--- config.mk ---
export PLATFORM = sky130hd
export DESIGN_NAME = hazard_scoreboard
export DESIGN_NICKNAME = d
export VERILOG_FILES = /design/src/rtl/hazard_scoreboard_pkg.sv /design/src/rtl/hazard_stall_fsm.sv /design/src/rtl/hazard_scoreboard.sv
export SDC_FILE = /design/constraint.sdc
export NUM_CORES = 1
export LEC_CHECK = 0
export ABC_AREA = 1
export BUFFER_PORTS_ARGS = -buffer_cell sky130_fd_sc_hd__buf_2
export CORE_ASPECT_RATIO = 1.75
export CORE_UTILIZATION = 34
export CTS_CLUSTER_DIAMETER = 120
export CTS_CLUSTER_SIZE = 40
export DETAILED_ROUTE_END_ITERATION = 10
export GPL_ROUTABILITY_DRIVEN = 1
export PLACE_DENSITY_LB_ADDON = 0.08
export SETUP_SLACK_MARGIN = 0.1
export SYNTH_ARGS = -nofsm -noshare
export SYNTH_HDL_FRONTEND = slang
export SYNTH_HIERARCHICAL = 1
export SYNTH_SLANG_ARGS = --single-unit
--- constraint.sdc ---
create_clock -name CLK -period 2.1 [get_ports CLK]
set_input_delay 0.42 -clock CLK [delete_from_list [all_inputs] [get_ports CLK]]
set_output_delay 0.42 -clock CLK [all_outputs]
set_load 0.02 [all_outputs]
--- src/rtl/hazard_scoreboard_pkg.sv ---
`default_nettype none
// ---------------------------------------------------------------------------
// hazard_scoreboard_pkg : shared types for the hazard scoreboard
// Rev 1.0
// ---------------------------------------------------------------------------
package hazard_scoreboard_pkg;

    localparam int C_REG_W  = 5;
    localparam int C_WORD_W = 32;

    typedef logic [C_REG_W-1:0]  regbits_t;
    typedef logic [C_WORD_W-1:0] word_t;

    typedef struct packed {
        logic     valid;
        regbits_t rw;
        logic     regwrite;
        logic     memread;
        word_t    data;
    } shadow_entry_t;

    typedef enum logic [0:0] {
        IDLE  = 1'b0,
        STALL = 1'b1
    } hz_state_t;

    // $0 is hardwired to zero, so a write to it is never a real producer
    function automatic logic writes_reg(input shadow_entry_t e);
        return e.valid & e.regwrite & (e.rw != '0);
    endfunction

endpackage
`default_nettype wire

--- src/rtl/hazard_stall_fsm.sv ---
`default_nettype none
// ---------------------------------------------------------------------------
// hazard_stall_fsm : load-use stall sequencer and stall/bubble generation
// HAZARD_STATS_EN adds stall_cycles / flush_count.  Rev 1.0
// ---------------------------------------------------------------------------
module hazard_stall_fsm
    import hazard_scoreboard_pkg::*;
#(
    parameter int LOAD_STALL = 1
) (
    input  logic        CLK,
    input  logic        nRST,
    input  logic        pipe_en,
    input  logic        flush,
    input  logic        hz,
    output logic        stall_id,
    output logic        bubble_ex
`ifdef HAZARD_STATS_EN
    ,
    output logic [31:0] stall_cycles,
    output logic [31:0] flush_count
`endif
);

    // The hz cycle is the first bubble; STALL covers the remaining LOAD_STALL-1
    localparam logic [1:0] C_CNT_INIT = 2'(LOAD_STALL - 1);

    hz_state_t  r_state;
    logic [1:0] r_cnt;
    logic       w_stall;

    assign w_stall   = !flush && (hz || (r_state == STALL));
    assign stall_id  = w_stall;
    assign bubble_ex = w_stall;

    always_ff @(posedge CLK) begin
        if (!nRST) begin
            r_state <= IDLE;
            r_cnt   <= 2'd0;
        end else if (pipe_en) begin
            if (flush) begin
                r_state <= IDLE;
                r_cnt   <= 2'd0;
            end else begin
                case (r_state)
                    IDLE: begin
                        if (hz && (C_CNT_INIT != 2'd0)) begin
                            r_state <= STALL;
                            r_cnt   <= C_CNT_INIT;
                        end
                    end
                    STALL: begin
                        if (r_cnt <= 2'd1) begin
                            r_state <= IDLE;
                            r_cnt   <= 2'd0;
                        end else begin
                            r_cnt <= r_cnt - 2'd1;
                        end
                    end
                    default: begin
                        r_state <= IDLE;
                        r_cnt   <= 2'd0;
                    end
                endcase
            end
        end
    end

`ifdef HAZARD_STATS_EN
    logic [31:0] r_stall_cycles;
    logic [31:0] r_flush_count;

    always_ff @(posedge CLK) begin
        if (!nRST) begin
            r_stall_cycles <= 32'd0;
            r_flush_count  <= 32'd0;
        end else if (pipe_en) begin
            if (w_stall && (r_stall_cycles != '1))
                r_stall_cycles <= r_stall_cycles + 32'd1;
            if (flush && (r_flush_count != '1))
                r_flush_count <= r_flush_count + 32'd1;
        end
    end

    assign stall_cycles = r_stall_cycles;
    assign flush_count  = r_flush_count;
`endif

endmodule
`default_nettype wire

--- src/rtl/hazard_scoreboard.sv ---
`default_nettype none
// ---------------------------------------------------------------------------
// hazard_scoreboard : shadow EX/MEM/WB write pipeline feeding the forward unit
// HAZARD_STATS_EN adds stall_cycles / flush_count.  Rev 1.0
// ---------------------------------------------------------------------------
module hazard_scoreboard
    import hazard_scoreboard_pkg::*;
#(
    parameter int REG_W      = 5,
    parameter int WORD_W     = 32,
    parameter int LOAD_STALL = 1
) (
    input  logic              CLK,
    input  logic              nRST,
    input  logic              pipe_en,
    input  logic              flush,
    input  logic [REG_W-1:0]  id_rs,
    input  logic [REG_W-1:0]  id_rt,
    input  logic [REG_W-1:0]  id_rw,
    input  logic              id_regwrite,
    input  logic              id_memread,
    input  logic [WORD_W-1:0] ex_result,
    input  logic [WORD_W-1:0] mem_rdata,
    output logic [REG_W-1:0]  fw_rs,
    output logic [REG_W-1:0]  fw_rt,
    output logic [REG_W-1:0]  rw_mem,
    output logic [REG_W-1:0]  rw_wb,
    output logic              regwrite_mem,
    output logic              regwrite_wb,
    output logic [WORD_W-1:0] mem_data,
    output logic [WORD_W-1:0] wb_data,
    output logic              stall_id,
    output logic              bubble_ex
`ifdef HAZARD_STATS_EN
    ,
    output logic [31:0]       stall_cycles,
    output logic [31:0]       flush_count
`endif
);

    shadow_entry_t r_ex, r_mem, r_wb;
    shadow_entry_t w_ex_next, w_mem_next, w_wb_next;
    logic          w_hz;
    logic          w_unused;

    assign w_unused = &{1'b0, r_wb.memread};

    always_comb begin
        w_wb_next       = r_mem;
        w_wb_next.data  = r_mem.memread ? mem_rdata : r_mem.data;
        w_mem_next      = r_ex;
        w_mem_next.data = ex_result;
        w_ex_next       = '0;
        if (!(bubble_ex || flush)) begin
            w_ex_next.valid    = 1'b1;
            w_ex_next.rw       = id_rw;
            w_ex_next.regwrite = id_regwrite;
            w_ex_next.memread  = id_memread;
        end
    end

    always_ff @(posedge CLK) begin
        if (!nRST) begin
            r_ex  <= '0;
            r_mem <= '0;
            r_wb  <= '0;
        end else if (pipe_en) begin
            r_ex  <= w_ex_next;
            r_mem <= w_mem_next;
            r_wb  <= w_wb_next;
        end
    end

    assign w_hz = writes_reg(r_ex) && r_ex.memread &&
                  ((r_ex.rw == id_rs) || (r_ex.rw == id_rt));

    assign fw_rs        = id_rs;
    assign fw_rt        = id_rt;
    assign rw_mem       = r_mem.rw;
    assign regwrite_mem = writes_reg(r_mem);
    assign mem_data     = r_mem.memread ? mem_rdata : r_mem.data;
    assign rw_wb        = r_wb.rw;
    assign regwrite_wb  = writes_reg(r_wb);
    assign wb_data      = r_wb.data;

    hazard_stall_fsm #(
        .LOAD_STALL (LOAD_STALL)
    ) u_stall_fsm (
        .CLK          (CLK),
        .nRST         (nRST),
        .pipe_en      (pipe_en),
        .flush        (flush),
        .hz           (w_hz),
        .stall_id     (stall_id),
        .bubble_ex    (bubble_ex)
`ifdef HAZARD_STATS_EN
        ,
        .stall_cycles (stall_cycles),
        .flush_count  (flush_count)
`endif
    );

endmodule
`default_nettype wire
==> metrics.cfg <==
[sta]
worst_pin_slew_ns=0.417
setup_tns_ns=0
fin_skew_ns=0.00685
period_share_pct=95.2
rsz0062_at_grt=yes
period_needed_ns=2.00
hold_violations=0
finalSetupViolCount=0
relSlewSlack_pct=72.2
fmax_mhz=500
final_max_slew_viol_count=0

[floorplan]
ioPinCount=173
initial_utilization_pct=35.2
die_x_um=88.3
dieArea_sq_um=13500
row_count=54
die_h_um=153
core_area_sq_um=12600

[clock_network]
numCtsBuffers=9
clock-sinks=90
hold_buffers=0
htree_num_levels=3
clk_pin_slew_ns=0.06
worst_skew_pair.late_latency_ns=0.33
cts_buffer_depth=2
cts-root-buf=clkbuf_16
cts_tree=built

[synthesis]
synth_commonest_cells=100 x nor2_1, 90 x dfxtp_1, 82 x inv_1
synth_ff_type=dfxtp_1
ys_ff_latch=90
yosysTopAreaCell=dfxtp_1
ys_async_sr_fraction_pct=0
synth_edf_count=0
syn-num-nets=691
yosys_warnings=6
synth_most_common_cell=nor2_1
synth_top_area_share_pct=40.7
syn_area_sq_um=4430
synth.distinct_cells=22
synth_area_leaders=dfxtp_1 41%, buf_4 9.2%, nor2_1 8.5%
syn_area_per_cell_sq_um=7.31
synth-seq-area-share_pct=40.7
syn_inst=606

[drt]
drt_iter0_drc=70
wl_per_cell_um=13.1
via_count=3981
drtPass1Iterations=4
routed_wl_um=11600
drc=0
vias_per_cell=4.49
ant_nets=0

[status]
status=complete, no violations

[flow_run]
max-cap-violations=0

[global_route]
grt_pass1_vias=3696
overflow=0
grt_pass1_wl_um=17900
antenna_found_initial=0
grt_max_degree=63
grt_util_all_layers_pct=17.3

[critical_path]
critPathSlowestCell=dfxtp_2
path_buf_inv=2
crit_fanout=4
r2r_slack_ns=0.42
required_ns=1.68
cpLargestDelayFamily=simple AND/OR/NAND/NOR gates
worstSetupPathDepth=9
cp-start-kind=flop
worstPathCellList=inv_2, nand2_1, nand2_1, nor2_2, nand3_1, a21oi_2, nor2_2, nor2_4, buf_6
cpPeakStageDelay_ns=0.36
endpoint=bubble_ex
regToRegStartpoint=r_ex[35]
r2r_cells=13
timing.rr.end=r_ex[37]
end_kind=output pin
path_class=reg2out
cp-startpoint=r_ex[35]
cp_data_arrival_time_ns=1.58

[placement]
dp_hpwl_um=8450
portBuffers=172
placedCellCount=868
place.gp.congestion=0.859

[pwr]
intPower_mw=2.94
switching_share_pct=29.2
power_frac_comb_pct=19.1
power_density_nw_per_um2=780
leakagePower_nw=2.75
p_sw_mw=1.21
pwr-share-seq_pct=45.1
clkPwrFrac_pct=35.9
ir_drop_mv=0.373

[worst_hold_path]
hold_path_class=in2reg

[cells_and_area]
layout.cells.non_filler=887
syn_to_final_growth_pct=20.2
antenna_cells=0
layout.nets=799
drive_gt1_share_pct=35.2

routing by layer:
| layer | vias up | share of wire (%) | track usage, % | wire [um] |
|---|---|---|---|---|
| met5 | - | 0 | 0 | 0 |
| met4 | 0 | 2.0 | 5.99 | 229 |
| met3 | 17 | 4.5 | 3.24 | 524 |
| met2 | 119 | 54 | 32.4 | 6270 |
| met1 | 1765 | 40 | 18.6 | 4600 |
| li1 | 2080 | - | - | - |
through the flow:
stage	utilization (%)	instance area (sq um)	power (mW)	worst slack, ns	hold WS (ns)
global placement	39.6	4980	2.70	0.223	0.453
detailed placement	39.6	4980	2.71	0.230	0.450
finish	42.4	5320	4.15	0.101	0.344
global route	42.4	5320	4.37	0.0317	0.341
floorplan	-	4430	2.51	0.250	0.426
CTS	42.2	5310	4.22	0.0594	0.332
layout by cell type (no fill, tap or decap):
master	n
dfxtp_1	84
o21ai_2	32
buf_12	3
a21oi_2	7
xnor2_1	1
buf_2	170
o21bai_1	1
buf_4	10
o21ai_0	42
clkinv_2	2
dfxtp_2	4
xor2_1	1
clkinv_4	2
a21oi_1	40
buf_6	2
clkbuf_1	2
dfxtp_4	2
nand2_2	1
clkbuf_8	1
nor2_2	2
nor2_1	97
nand2_1	66
clkbuf_16	9
nand4_1	2
inv_1	79
nor2_4	1
inv_2	3
o21ai_1	38
xnor2_2	1
nand3_1	11
inv_4	1
nor3_1	2
flip-flops by register name, summed over array words and instances, names as in the netlist:
| register | flops |
|---|---|
| r_mem | 35 |
| u_stall_fsm/r_state | 1 |
| r_ex | 8 |
| rw_mem | 5 |
| u_stall_fsm/r_cnt | 2 |
| wb_data | 32 |
| r_wb | 2 |
| rw_wb | 5 |
worst min-delay path by stage:
stage | startpoint | end | slack (ns) | cells past startpoint
2_1_floorplan | u_stall_fsm/r_state | u_stall_fsm/r_state | 0.43 | 2
3_3_place_gp | u_stall_fsm/r_state | u_stall_fsm/r_state | 0.45 | 2
3_5_place_dp | u_stall_fsm/r_state | u_stall_fsm/r_state | 0.45 | 2
4_1_cts | id_rw[2] | r_ex[36] | 0.33 | 3
5_1_grt | id_rw[1] | r_ex[35] | 0.34 | 3
6_report | id_rw[2] | r_ex[36] | 0.34 | 3
final cells by class:
| cell class | count | area, sq um |
|---|---|---|
| inverters | 83 | 314 |
| multi-input cells | 345 | 1700 |
| clock inverters | 4 | 27.5 |
| fillers | 1376 | 7240 |
| flip-flops and latches | 90 | 1810 |
| repair buffers | 185 | 1010 |
| well taps | 168 | 210 |
| clock buffers | 12 | 246 |
worst min-delay path, stage by stage:
cell and delay, ns:
buf_2 0.09, nand3_1 0.08, a21oi_2 0.05
cell families (layout without fill, tap and decap cells):
family                 count (synthesis)  after routing  share of synthesized area (%)
flip-flops                            90             90                           40.7
XOR/XNOR                               3              3                          0.593
buffers and inverters                171            284                           21.4
AO/OA/AOI/OAI                        160            160                           21.4
AND/OR/NAND/NOR                      182            182                           15.9
power groups by stage:
stage | sequential (mW) | combinational [mW] | clock, mW
floorplan | 1.90 | 0.615 | 0
global placement | 1.91 | 0.793 | 0
detailed placement | 1.91 | 0.799 | 0
CTS | 1.87 | 0.805 | 1.54
global route | 1.88 | 0.875 | 1.61
finish | 1.87 | 0.793 | 1.49
timing repair:
item,CTS,global route
resized for setup,17,4
hold endpoints to repair,0,0
buffers inserted,2,1
cloned,0,0
pin swaps,8,6
endpoints found under the setup margin,2,2
Power figures use the tool's default switching activity.
